$ cat src/rtl/player_hit_ctl_if.sv
// Signal bundle between the game datapath and the player hit controller.
// Missile and player coordinates flow in; lives, draw control and game state flow out.
interface player_hit_ctl_if #(
  parameter int N_EN = 4
);
  logic                 vblnk_in;
  logic [10:0]          xpos_player;
  logic [10:0]          ypos_player;
  logic [11*N_EN-1:0]   en_x_missile;
  logic [11*N_EN-1:0]   en_y_missile;
  logic [N_EN-1:0]      en_missile_on;
  logic                 restart;
  logic [2:0]           lives;
  logic                 player_on;
  logic                 blink;
  logic                 hit_pulse;
  logic                 game_over;
  logic [1:0]           state_dbg;

  modport master (
    output vblnk_in, xpos_player, ypos_player, en_x_missile, en_y_missile,
           en_missile_on, restart,
    input  lives, player_on, blink, hit_pulse, game_over, state_dbg
  );

  modport slave (
    input  vblnk_in, xpos_player, ypos_player, en_x_missile, en_y_missile,
           en_missile_on, restart,
    output lives, player_on, blink, hit_pulse, game_over, state_dbg
  );
endinterface

$ cat src/rtl/player_hit_ctl.sv
// Per-frame missile-vs-player collision test, lives bookkeeping, invulnerability
// blink window and game-over state. state_dbg exposes the FSM state for checkers.
module player_hit_ctl #(
  parameter int N_EN       = 4,
  parameter int PL_W       = 64,
  parameter int PL_H       = 48,
  parameter int LIVES_INIT = 3,
  parameter int INV_FRAMES = 90,
  parameter int BLINK_DIV  = 4
) (
  input logic             pclk,
  input logic             rst,
  player_hit_ctl_if.slave hif
);

  typedef enum logic [1:0] {
    ALIVE  = 2'd0,
    HIT    = 2'd1,
    INVULN = 2'd2,
    DEAD   = 2'd3
  } state_t;

  state_t      state, state_nxt;
  logic [2:0]  lives_q, lives_nxt;
  logic [7:0]  inv_cnt, inv_nxt;
  logic [7:0]  blink_cnt, bcnt_nxt;
  logic        blink_q, blink_nxt;
  logic        hit_q, hit_nxt;
  logic        vblnk_d;
  logic        tick;
  logic        any_hit;
  logic [N_EN-1:0] hit_vec;
  logic [11:0] xp, yp, xp_end, yp_end;

  assign tick = hif.vblnk_in & ~vblnk_d;

  // 12-bit compare so xp+PL_W near the screen edge cannot wrap.
  assign xp     = {1'b0, hif.xpos_player};
  assign yp     = {1'b0, hif.ypos_player};
  assign xp_end = xp + 12'(PL_W);
  assign yp_end = yp + 12'(PL_H);

  for (genvar i = 0; i < N_EN; i++) begin : g_hit
    logic [11:0] mx, my;
    assign mx = {1'b0, hif.en_x_missile[11*i +: 11]};
    assign my = {1'b0, hif.en_y_missile[11*i +: 11]};
    assign hit_vec[i] = hif.en_missile_on[i] & (mx >= xp) & (mx < xp_end)
                        & (my >= yp) & (my < yp_end);
  end

  assign any_hit = |hit_vec;

  always_ff @(posedge pclk) begin
    if (rst) begin
      state     <= ALIVE;
      lives_q   <= 3'(LIVES_INIT);
      inv_cnt   <= '0;
      blink_cnt <= '0;
      blink_q   <= 1'b0;
      hit_q     <= 1'b0;
      vblnk_d   <= 1'b0;
    end else begin
      state     <= state_nxt;
      lives_q   <= lives_nxt;
      inv_cnt   <= inv_nxt;
      blink_cnt <= bcnt_nxt;
      blink_q   <= blink_nxt;
      hit_q     <= hit_nxt;
      vblnk_d   <= hif.vblnk_in;
    end
  end

  // The decrement is taken on the ALIVE->HIT edge so lives and hit_pulse
  // change together; HIT then only decides between INVULN and DEAD.
  always_comb begin
    state_nxt = state;
    lives_nxt = lives_q;
    inv_nxt   = inv_cnt;
    bcnt_nxt  = blink_cnt;
    blink_nxt = blink_q;
    hit_nxt   = 1'b0;
    case (state)
      ALIVE: begin
        if (tick && any_hit && lives_q != 3'd0) begin
          state_nxt = HIT;
          hit_nxt   = 1'b1;
          lives_nxt = lives_q - 3'd1;
        end
      end
      HIT: begin
        if (lives_q == 3'd0) begin
          state_nxt = DEAD;
        end else begin
          state_nxt = INVULN;
          inv_nxt   = 8'(INV_FRAMES);
          bcnt_nxt  = '0;
        end
      end
      INVULN: begin
        if (tick) begin
          if (inv_cnt == 8'd1) begin
            state_nxt = ALIVE;
            inv_nxt   = '0;
            bcnt_nxt  = '0;
            blink_nxt = 1'b0;
          end else begin
            inv_nxt = inv_cnt - 8'd1;
            if (blink_cnt == 8'(BLINK_DIV - 1)) begin
              blink_nxt = ~blink_q;
              bcnt_nxt  = '0;
            end else begin
              bcnt_nxt = blink_cnt + 8'd1;
            end
          end
        end
      end
      DEAD: begin
        lives_nxt = '0;
        blink_nxt = 1'b0;
        if (hif.restart) begin
          state_nxt = ALIVE;
          lives_nxt = 3'(LIVES_INIT);
        end
      end
      default: state_nxt = ALIVE;
    endcase
  end

  assign hif.lives     = lives_q;
  assign hif.player_on = (state != DEAD);
  assign hif.game_over = (state == DEAD);
  assign hif.blink     = blink_q;
  assign hif.hit_pulse = hit_q;
  assign hif.state_dbg = state;

endmodule
$ cat src/flat_wrapper.sv
// flat-port wrapper written by rule: the top's interface ports become plain ports
module player_hit_ctl_flat 
#(
  parameter int N_EN       = 4,
  parameter int PL_W       = 64,
  parameter int PL_H       = 48,
  parameter int LIVES_INIT = 3,
  parameter int INV_FRAMES = 90,
  parameter int BLINK_DIV  = 4
)
  (pclk, rst, hif_vblnk_in, hif_xpos_player, hif_ypos_player, hif_en_x_missile, hif_en_y_missile, hif_en_missile_on, hif_restart, hif_lives, hif_player_on, hif_blink, hif_hit_pulse, hif_game_over, hif_state_dbg);
  player_hit_ctl_if #(.N_EN(N_EN)) hif_i ();
  input logic pclk;
  input logic rst;
  input wire logic [$bits(hif_i.vblnk_in)-1:0] hif_vblnk_in;
  input wire logic [$bits(hif_i.xpos_player)-1:0] hif_xpos_player;
  input wire logic [$bits(hif_i.ypos_player)-1:0] hif_ypos_player;
  input wire logic [$bits(hif_i.en_x_missile)-1:0] hif_en_x_missile;
  input wire logic [$bits(hif_i.en_y_missile)-1:0] hif_en_y_missile;
  input wire logic [$bits(hif_i.en_missile_on)-1:0] hif_en_missile_on;
  input wire logic [$bits(hif_i.restart)-1:0] hif_restart;
  output wire logic [$bits(hif_i.lives)-1:0] hif_lives;
  output wire logic [$bits(hif_i.player_on)-1:0] hif_player_on;
  output wire logic [$bits(hif_i.blink)-1:0] hif_blink;
  output wire logic [$bits(hif_i.hit_pulse)-1:0] hif_hit_pulse;
  output wire logic [$bits(hif_i.game_over)-1:0] hif_game_over;
  output wire logic [$bits(hif_i.state_dbg)-1:0] hif_state_dbg;
  assign hif_i.vblnk_in = hif_vblnk_in;
  assign hif_i.xpos_player = hif_xpos_player;
  assign hif_i.ypos_player = hif_ypos_player;
  assign hif_i.en_x_missile = hif_en_x_missile;
  assign hif_i.en_y_missile = hif_en_y_missile;
  assign hif_i.en_missile_on = hif_en_missile_on;
  assign hif_i.restart = hif_restart;
  assign hif_lives = hif_i.lives;
  assign hif_player_on = hif_i.player_on;
  assign hif_blink = hif_i.blink;
  assign hif_hit_pulse = hif_i.hit_pulse;
  assign hif_game_over = hif_i.game_over;
  assign hif_state_dbg = hif_i.state_dbg;
  player_hit_ctl #(.N_EN(N_EN), .PL_W(PL_W), .PL_H(PL_H), .LIVES_INIT(LIVES_INIT), .INV_FRAMES(INV_FRAMES), .BLINK_DIV(BLINK_DIV)) u_core (.pclk(pclk), .rst(rst), .hif(hif_i));
endmodule
$ cat config.mk
export PLATFORM = sky130hd
export DESIGN_NAME = player_hit_ctl_flat
export DESIGN_NICKNAME = d
export VERILOG_FILES = /design/src/rtl/player_hit_ctl_if.sv /design/src/rtl/player_hit_ctl.sv /design/src/flat_wrapper.sv
export SDC_FILE = /design/constraint.sdc
export NUM_CORES = 1
export LEC_CHECK = 0
export BUFFER_PORTS_ARGS = -buffer_cell sky130_fd_sc_hd__buf_2
export CAP_MARGIN = 10
export CORE_ASPECT_RATIO = 0.75
export CORE_UTILIZATION = 28
export DETAILED_ROUTE_END_ITERATION = 6
export GPL_TIMING_DRIVEN = 1
export PLACE_DENSITY = 0.58
export RECOVER_POWER = 25
export SLEW_MARGIN = 20
export SYNTH_ARGS = -nofsm -noshare
export SYNTH_HDL_FRONTEND = slang
export SYNTH_SLANG_ARGS = --single-unit
$ cat constraint.sdc
create_clock -name pclk -period 2.76 [get_ports pclk]
set_clock_uncertainty 0.2 [all_clocks]
set_input_delay 0.276 -clock pclk [delete_from_list [all_inputs] [get_ports pclk]]
set_output_delay 0.276 -clock pclk [all_outputs]
set_load 0.05 [all_outputs]
* After elaboration in Yosys (flattened, before gate mapping)
Index checks and enable logic that the tools add are counted.
** Cells by class
- $add $sub $neg :: 5
- Order comparisons :: 16
- Equality and inequality tests :: 12
- Mux-type cells :: 23
- Bitwise gates (word level) :: 20
- Reductions and logical operators :: 14
** Operator list (number)
- $lt 11x12->1 :: 8
- $ge 11x11->1 :: 8
- $mux 8 :: 7
- $pmux 8 s2 :: 2
- $and 1x1->1 :: 17
- $add 11x6->12 const B :: 1
- $add 11x7->12 const B :: 1
- $mux 2 :: 5
- $add 8x1->8 const B :: 1
- $eq 8x1->1 const B :: 1
- $eq 8x2->1 const B :: 1
- $pmux 2 s4 :: 1
- $sub 8x1->8 const B :: 1
- $ne 2x1->1 const B :: 3
- $ne 2x2->1 const B :: 3
- $pmux 3 s2 :: 1
- $reduce_and 3->1 :: 2
- $reduce_bool 2->1 :: 3
- $mux 1 :: 5
- $eq 2x2->1 const B :: 2
- $reduce_and 4->1 :: 1
- $reduce_or 4->1 :: 1
- $logic_not 3->1 :: 1
- $mux 3 :: 1
- 10 further kinds :: 13
** Storage, ports and cells
- Flip-flop bits (word level) :: 24
- Bits of input ports :: 118
- Output and inout bits :: 9

* Logic depth before layout (Yosys ltp)
Gate-level depths: netlist of the first run.
- Depth after elaboration :: 10
- Gate-level depth with buffers :: 13
- Gate-level depth less buffers :: 13

* Worst setup path before layout of the first run
No wires, ideal clock.
- Kind :: register to register
- Start point :: register u_core.lives_q[0] (netlist: u_core.hif.lives[0])
- End point :: register u_core.lives_q[1] (netlist: u_core.hif.lives[1])
- Arrival time :: 2.482 ns
- Data required time :: 2.421 ns
- Setup slack :: -0.061 ns
- Cell stages (with the launch flop) :: 12
- Path buffers :: 0
- Clock period less this slack :: 2.821 ns
- Cell sequence :: dfxtp_1 > inv_1 > ha_1 > nor2b_1 > nor4_4 > o211ai_1 > a211o_1 > nor4_1 > nand4_1 > o211a_1 > a21boi_1 > o31ai_2
** On the way
- Longest elaborated chain between the ends :: 4
- Elaborated cells on any way between the ends :: 7
- Those cells by class :: add/sub: 1; eq/ne: 1; mux: 2; reduce/logical: 3
** RTL lines
- from (decl) :: line player_hit_ctl.sv:24 : logic [2:0] lives_q, lives_nxt;
- from (signal assigned) :: line player_hit_ctl.sv:56 : lives_q <= 3'(LIVES_INIT);
- from (signal assigned) :: line player_hit_ctl.sv:64 : lives_q <= lives_nxt;
- branches (longest 4 deep; another with $sub 3x1->3)
Parallel ways; which one is timed is not known. The select of a mux whose other input is x is not followed.
A chain may end at the register's enable or synchronous reset.

* Worst setup path after layout of the first run
- Start point :: register u_core.lives_q[1] (netlist: u_core.hif.lives[1])
- End point :: register u_core.lives_q[1] (netlist: u_core.hif.lives[1])
Same word-level chain as after synthesis.

==> flow_summary_export.csv, run 1 <==
group,metric,value,unit
logic_synthesis,ys_seq_elements,24,
detailed_routing,route.detailed.drc,0,
global_routing,grt_pass1_vias,4581,
sta,finalMaxSlewViolations,0,
sta,fin_crit_sh,0.963,
detailed_routing,drtAntennaViolNets,0,
detailed_routing,num_vias,4784,
final_layout,drive_above_1_share,0.290,
clocking,cts_hold_buf,0,
global_routing,antenna_found_initial,0,
placed_design,dpl.cell_count,946,
critical_path,worstPathArrival,2590,ps
final_layout,syn_to_final_growth,32.2,%
pwr,static-leakage-power,2.99,nW
clocking,clk_path_buf_depth,2,
logic_synthesis,synthCells,568,
detailed_routing,drt-vias-per-instance,5.00,
die,die_area,16900,um2
placed_design,gp_congestion,0.870,
logic_synthesis,yosysTopAreaCell,"ha_1",
logic_synthesis,yosysSeqAreaShare,0.105,
detailed_routing,routed_wl,13800,um
global_routing,grt_use_met3,0.0238,
logic_synthesis,synth_compound_area_frac,0.250,
global_routing,grt_max_degree,15,
sta,hold_ws,47.0,ps
pwr,powerDensity,265,nW/um2
pwr,ir_drop,220,uV
logic_synthesis,synthAdderAreaFrac,0.369,
sta,tns,0,ps
logic_synthesis,yosysWarnings,0,
logic_synthesis,synthXorXnorAreaFrac,0.0361,
logic_synthesis,synth-simple-area-share,0.195,
global_routing,grt_first_pass_wirelength,22200,um
global_routing,grt-busiest-layer,"met2",
logic_synthesis,yosys-top-cells-area,"ha_1, dfxtp_1, a21oi_1",
global_routing,grtUsageTotal,0.162,
critical_path,cp_slowest_cell,"nor4_4",
sta,worstMarginPinSlew,631,ps
die,io_pins,127,
critical_path,crit_type,"reg -> reg",
global_routing,grtUsageMet1,0.237,
clocking,worstSkewPairLatency,260,ps
critical_path,crit_buf_inv,1,
outcome,outcome,"finished, final reports clean",
critical_path,cp-end-kind,"flip-flop",
logic_synthesis,netlist-cell-type-count,63,
logic_synthesis,synth_area,4580,um2
logic_synthesis,synth_ff_type,"dfxtp_1",
logic_synthesis,synth_top_area_frac,0.369,
logic_synthesis,synth_edf_count,0,
critical_path,startpoint_type,"flip-flop",
critical_path,crit_family,"compound AO/OA/AOI/OAI gates",
die,die_w,150,um
sta,final-hold-violation-count,0,
die,num_rows,40,
logic_synthesis,syn_area_per_cell,8.06,um2
critical_path,cpPeakStageDelay,390,ps
clocking,cts_max_level,1,
critical_path,crit_fanout,3,
final_layout,nFillCells,1720,
clocking,cts_tree,"built",
pwr,finalPower,1.61,mW
detailed_routing,drtPass1Iterations,4,
placed_design,dp_hpwl,12300,um
global_routing,gr-usage-met2,0.259,
critical_path,worstPathCellList,"inv_2 > ha_4 > nor2b_4 > nor4_4 > o211ai_1 > a211o_1 > nor4_2 > nand4_1 > o211a_1 > a21boi_1 > o31ai_2",
die,start_util,0.286,
die,die_height,113,um
run,max_cap_viol_count,0,
final_layout,finalInstanceArea,6050,um2
placed_design,dpl_cell_area,5800,um2
detailed_routing,wl_per_cell,14.5,um
clocking,cts-root-buf,"clkbuf_16",
sta,rsz0062_at_grt,"true",
sta,slew_headroom,0.581,
logic_synthesis,synthMuxAreaShare,0.00219,
clocking,clk_pin_slew,60,ps
critical_path,required,2690,ps
placed_design,io_buffers,126,
sta,clock.fmax,376,MHz
logic_synthesis,synth_top_family_by_area,"adder cells",
clocking,cts.sinks,24,
final_layout,diodes,0,
final_layout,nets,1000,
clocking,cts_buffers,3,
logic_synthesis,syn_nets,821,
sta,setup_viol,0,
global_routing,overflow,0,
final_layout,mostFrequentLayoutCell,"ha_1",
worst_hold_path,hold_class,"in -> reg",
die,core-area,16000,um2
final_layout,final_cell_mix,"ha_1, buf_2, buf_4",
logic_synthesis,async_reset_ff_frac,0,
final_layout,instances_no_fill,956,
detailed_routing,drt_iter0_markers,150,
sta,period_needed,2660,ps
==> per-stage QoR <==
stage	setup WS, ps	utilization
floorplan	80.3	-
global placement	-173	0.362
detailed placement	-247	0.362
CTS	4.47	0.369
global route	-9.77	0.378
finish	102	0.378
==> cells in the mapped netlist (8+ instances only) <==
| cell | instances |
|---|---|
| o21a_1 | 9 |
| a21oi_1 | 41 |
| nor2_1 | 42 |
| ha_1 | 135 |
| a211oi_1 | 13 |
| xor2_1 | 8 |
| dfxtp_1 | 24 |
| nand2_1 | 34 |
| nor2b_1 | 11 |
| o211ai_1 | 10 |
| inv_1 | 43 |
| nand2b_1 | 11 |
| a21o_1 | 12 |
| nand4_1 | 20 |
| xnor2_1 | 9 |
| nor3_1 | 13 |
| nand3_1 | 19 |
| o21ai_0 | 35 |
==> sequential cells by signal (all words and copies together) (netlist names) <==
signal,flops
u_core.blink_cnt,8
u_core.inv_cnt,8
u_core.hif.lives,3
u_core.hif.state_dbg,2
u_core.hif.blink,1
u_core.hif.hit_pulse,1
u_core.vblnk_d,1
==> power by group <==
part	internal (mW)	switching, mW	leakage (nW)	total, mW
clock	0.288	0.126	0.0511	0.414
combinational	0.398	0.434	2.75	0.832
sequential	0.354	0.00676	0.193	0.361
==> final cells by class <==
class	count	area, um2	share of cell area
tap	210	263	0.0434
sequential	24	483	0.0798
clock inverter	1	30.0	0.00496
clock buffer	3	75.1	0.0124
multi-input combinational	495	4010	0.663
timing repair buffer	179	1030	0.169
inverter	44	165	0.0273
==> repair_timing <==
item                                   in CTS  in global routing
endpoints found under the hold margin       0                  0
setup buffers                               0                  6
gates resized for setup                     0                 26
setup endpoints to repair                   0                  5
==> metal layers <==
metal | routed length (um) | vias to the layer above
met2 | 5920 | 92
met3 | 739 | 6
li1 | - | 2509
met4 | 56 | 0
met5 | 0 | -
met1 | 7130 | 2177
==> worst paths after layout <==
check                 startpoint                  end  slack, ps  depth (start not counted)
max reg2reg  u_core.hif.lives[1]  u_core.hif.lives[1]        100                         11
min reg2reg  u_core.hif.lives[0]  u_core.hif.lives[0]        250                          1
max          u_core.hif.lives[1]  u_core.hif.lives[1]        100                         11
min                 hif_vblnk_in       u_core.vblnk_d         50                          2
==> kinds of logic (layout without fill, tap and decap cells) <==
group                    after synthesis  after routing
XOR/XNOR                              18             18
adder cells (fa/ha/maj)              135            135
multiplexers                           1              1
AND/OR/NAND/NOR                      173            173
AO/OA/AOI/OAI                        168            168
flip-flops                            24             24
buffers and inverters                 49            227
Power figures use the tool's default switching activity.
==> inputs of run 2 (changes only) <==
CTS_BUF_LIST = sky130_fd_sc_hd__clkbuf_8   (was default)
==> run 2 against run 1 <==
Die area is the same. Power fell by 6.7%. Design area is 0.95% lower. Flip-flop and latch count did not move. Worst setup slack improved by 29 ps. Clock-buffer cell count stayed put. Maximum frequency rose by 1.1%. Clock power shrank 25%. Via count about the same.
==> flow_summary_export.csv, run 2 (synthesized netlist as in run 1, its figures left out) <==
group,metric,value,unit
outcome,outcome,"finished, final reports clean",
global_routing,grt_first_pass_wirelength,22200,um
die,io_pins,127,
placed_design,dp_hpwl,12300,um
critical_path,crit_cells,11,
placed_design,place_ws,-247,ps
critical_path,startpoint_type,"flip-flop",
clocking,clk_path_buf_depth,2,
critical_path,cp-end-kind,"flip-flop",
critical_path,crit_type,"reg -> reg",
sta,period_needed,2630,ps
sta,slew_headroom,0.581,
pwr,powerDensity,250,nW/um2
sta,fin_crit_sh,0.953,
die,die_w,150,um
global_routing,grtUsageTotal,0.162,
clocking,cts_max_level,1,
final_layout,final_util,0.374,
sta,finalMaxSlewViolations,0,
final_layout,syn_to_final_growth,30.9,%
critical_path,crit_fanout,3,
detailed_routing,drtAntennaViolNets,0,
final_layout,final_cell_mix,"ha_1, buf_2, buf_4",
detailed_routing,route.detailed.drc,0,
critical_path,rr_worst_depth,11,
detailed_routing,drt_iter0_markers,149,
detailed_routing,drtPass1Iterations,4,
final_layout,nets,1000,
sta,worstMarginPinSlew,631,ps
critical_path,worstPathCellList,"inv_2 > ha_4 > nor2b_4 > nor4_4 > buf_4 > nand4_1 > nor4_1 > nand4bb_1 > o211a_1 > a21boi_1 > o31ai_2",
global_routing,overflow,0,
final_layout,mostFrequentLayoutCell,"ha_1",
pwr,static-leakage-power,2.97,nW
sta,tns,0,ps
clocking,cts_tree,"built",
critical_path,required,2710,ps
sta,rsz0062_at_grt,"true",
die,die_height,113,um
sta,setup_viol,0,
worst_hold_path,hold_class,"in -> reg",
die,die_area,16900,um2
run,max_cap_viol_count,0,
critical_path,cp_slowest_cell,"nor4_4",
die,core-area,16000,um2
placed_design,dpl.cell_count,946,
detailed_routing,num_vias,4782,
sta,fin_ws,131,ps
sta,clock.fmax,380,MHz
detailed_routing,wl_per_cell,14.4,um
critical_path,cpPeakStageDelay,390,ps
detailed_routing,drt-vias-per-instance,5.00,
global_routing,antenna_found_initial,0,
critical_path,worstPathArrival,2580,ps
final_layout,diodes,0,
critical_path,crit_buf_inv,2,
worst_hold_path,holdPathStages,2,
final_layout,instances_no_fill,956,
placed_design,gp_congestion,0.870,
clocking,clk_pin_slew,90,ps
die,start_util,0.286,
placed_design,io_buffers,126,
critical_path,crit_family,"simple AND/OR/NAND/NOR gates",
final_layout,drive_above_1_share,0.284,
clocking,cts_buffers,3,
global_routing,grt_pass1_vias,4590,
clocking,cts-root-buf,"clkbuf_8",
detailed_routing,routed_wl,13800,um
clocking,worstSkewPairLatency,270,ps
sta,final-hold-violation-count,0,
pwr,ir_drop,153,uV
die,num_rows,40,
global_routing,grt_max_degree,15,
clocking,cts.sinks,24,
clocking,cts_hold_buf,0,
[run 2: cell types whose count changed in the layout (fill, tap and decap cells not counted)]
cell	change
nor3_1	+1
inv_2	-1
ha_4	-1
clkbuf_16	-3
nor4_1	+1
nor3_2	-1
clkbuf_8	+3
o21ai_1	-2
nor4_2	-1
o21ai_0	+2
ha_1	+1
inv_1	+1
[run 2: stage by stage]
step	cell area (um2)	hold slack [ps]	power [mW]
3_5_place_dp	5800	233	1.18
4_1_cts	5870	32.2	1.49
3_3_place_gp	5800	228	1.17
6_report	6000	30.9	1.50
5_1_grt	6000	39.5	1.63
2_1_floorplan	4580	202	0.850
[run 2: path summary, 6_finish.rpt]
check                                      endpoint  slack (ps)                start
worst max register to register  u_core.hif.lives[1]         130  u_core.hif.lives[1]
worst max-delay path            u_core.hif.lives[1]         130  u_core.hif.lives[1]
worst min register to register  u_core.hif.lives[0]         250  u_core.hif.lives[0]
worst min-delay path                 u_core.vblnk_d          30         hif_vblnk_in
[run 2: area by class of cell]
class                      instances  area, um2
fill                            1728      10000
clock buffer                       3       41.3
multi-input combinational        495       3990
tap                              210        263
sequential                        24        483
inverter                          44        165
timing repair buffer             179       1030
clock inverter                     1       30.0
[run 2: metal layers]
layer	part of all wire	GRT usage
met5	0	0
met4	0.0041	0.0128
met3	0.053	0.0226
met2	0.43	0.258
met1	0.52	0.238
[run 2: power by group]
part | leakage [nW] | internal [mW] | total, mW | switching (mW)
sequential | 0.193 | 0.354 | 0.360 | 0.00678
clock | 0.0357 | 0.194 | 0.311 | 0.117
combinational | 2.75 | 0.396 | 0.827 | 0.431
[run 2: what timing repair did]
action,CTS,global route
gates resized for setup,0,20
endpoints found under the setup margin,0,5
setup buffers,0,6
==> inputs of run 3 (changes only) <==
PLACE_DENSITY = default   (was 0.58)
==> run 3 against run 2 <==
Register-to-register slack lost 90 ps. Clock-buffer cell count is the same. Power shrank 6.7%. Maximum frequency shrank 3.2%. Via count grew 0.10%. Critical path depth is the same. Critical path type unchanged. Critical endpoint unchanged. Largest cell class unchanged. Routed wire length is the same. Sequential power is essentially flat. Worst hold slack gained 16 ps.
==> flow_summary_export.csv, run 3 (synthesized netlist as in run 1, its figures left out) <==
group,metric,value,unit
sta,tns,0,ps
global_routing,grt_max_degree,14,
clocking,cts.sinks,24,
critical_path,cp-end-kind,"flip-flop",
global_routing,grt_first_pass_wirelength,22100,um
final_layout,nets,1004,
critical_path,worstSetupEndpoint,"u_core.hif.lives[1]",
run,max_cap_viol_count,0,
die,die_w,150,um
critical_path,startpoint_type,"flip-flop",
final_layout,drive_above_1_share,0.295,
sta,fin_crit_sh,0.984,
clocking,clk_pin_slew,80,ps
global_routing,grt_pass1_vias,4572,
critical_path,rr_worst_depth,11,
placed_design,io_buffers,126,
die,start_util,0.286,
clocking,cts_tree,"built",
clocking,cts_max_level,1,
die,core-area,16000,um2
clocking,clk_path_buf_depth,2,
clocking,cts_buffers,3,
detailed_routing,drt-vias-per-instance,4.99,
critical_path,r2r_end,"u_core.hif.lives[1]",
sta,clock.fmax,368,MHz
final_layout,nFillCells,1695,
pwr,ir_drop,272,uV
critical_path,crit_fanout,3,
die,die_area,16900,um2
pwr,static-leakage-power,2.99,nW
pwr,finalPower,1.40,mW
sta,final-hold-violation-count,0,
clocking,cts_hold_buf,0,
clocking,worstSkewPairLatency,260,ps
pwr,powerDensity,232,nW/um2
critical_path,reg2reg_setup_slack,40,ps
critical_path,required,2700,ps
detailed_routing,drt_iter0_markers,168,
sta,period_needed,2720,ps
placed_design,dp_hpwl,12300,um
final_layout,final_cell_mix,"ha_1, buf_2, buf_4",
detailed_routing,num_vias,4787,
worst_hold_path,hold_class,"in -> reg",
die,num_rows,40,
outcome,outcome,"finished, final reports clean",
detailed_routing,route.detailed.drc,0,
sta,slew_headroom,0.726,
die,die_height,113,um
detailed_routing,routed_wl,13800,um
critical_path,timing.rr.start,"u_core.hif.lives[1]",
global_routing,antenna_found_initial,1,
detailed_routing,drtPass1Iterations,4,
placed_design,gp_congestion,0.896,
global_routing,grtUsageTotal,0.162,
final_layout,mostFrequentLayoutCell,"ha_1",
sta,worstMarginPinSlew,400,ps
global_routing,overflow,0,
final_layout,syn_to_final_growth,31.6,%
sta,setup_viol,0,
clocking,cts-root-buf,"clkbuf_8",
critical_path,crit_type,"reg -> reg",
critical_path,startpoint,"u_core.hif.lives[1]",
sta,finalMaxSlewViolations,0,
sta,rsz0062_at_grt,"true",
detailed_routing,wl_per_cell,14.4,um
critical_path,worstPathArrival,2660,ps
detailed_routing,drtAntennaViolNets,0,
die,io_pins,127,
-- run 3: changes by cell type in the layout (fill, tap and decap cells not counted), sizes merged --
cell / change
clkbuf: -2
diode: +1
buf: +6
bufinv: -1
-- run 3: layout make-up --
cell class	count	area [um2]	share of cell area
Sequential cell	24	483	0.0801
Timing Repair Buffer	183	1060	0.176
Clock buffer	3	41.3	0.00685
Antenna cell	1	2.50	0.000415
Inverter	44	165	0.0274
Tap cell	210	263	0.0436
Multi-Input combinational cell	495	4010	0.666
-- run 3: how the worst min path moves through the flow --
stage                                endpoint  cells past startpoint                start
final                          u_core.vblnk_d                      2         hif_vblnk_in
after global routing           u_core.vblnk_d                      2         hif_vblnk_in
after CTS                      u_core.vblnk_d                      2         hif_vblnk_in
after detailed placement  u_core.blink_cnt[7]                      2  u_core.blink_cnt[7]
after global placement    u_core.blink_cnt[7]                      2  u_core.blink_cnt[7]
after floorplan           u_core.hif.lives[1]                      2                  rst
-- run 3: timing repair --
| action | CTS | global route |
|---|---|---|
| hold endpoints to repair | 0 | 0 |
| setup buffers | 0 | 6 |
| endpoints found under the setup margin | 4 | 5 |
| pin swaps | 0 | 12 |
| resized for setup | 2 | 24 |
-- run 3: worst max-delay path, cell delays in order, from the launching register on --
cell and delay (ps):
dfxtp_2 360, inv_2 40, ha_2 160, nor2b_4 130
nor4_4 400, o211ai_1 160, a211o_1 300, nor4_2 140
nand4_1 230, o211a_1 220, a21boi_2 160, o31ai_2 70
-- run 3: per-stage QoR --
stage	cell area, um2	setup WS (ps)	util	hold slack, ps	std cells
after global routing	6030	-43.2	0.376	59.9	960
after CTS	5880	13.7	0.367	44.9	953
after floorplan	4580	80.3	-	202	568
after detailed placement	5830	-362	0.364	278	950
after global placement	5830	-196	0.364	277	950
final	6030	43.3	0.376	47.0	960
-- run 3: layer usage --
metal | vias up | track usage | share of wire
li1 | 2522 | - | -
met1 | 2175 | 0.242 | 0.52
met3 | 9 | 0.0185 | 0.047
met5 | - | 0 | 0
met4 | 0 | 0.0189 | 0.0099
met2 | 81 | 0.255 | 0.42
-- run 3: report_power, final --
part | internal (mW) | leakage (nW) | total (mW) | switching, mW
combinational | 0.402 | 2.77 | 0.835 | 0.433
clock | 0.0975 | 0.0216 | 0.203 | 0.106
sequential | 0.353 | 0.193 | 0.360 | 0.00686
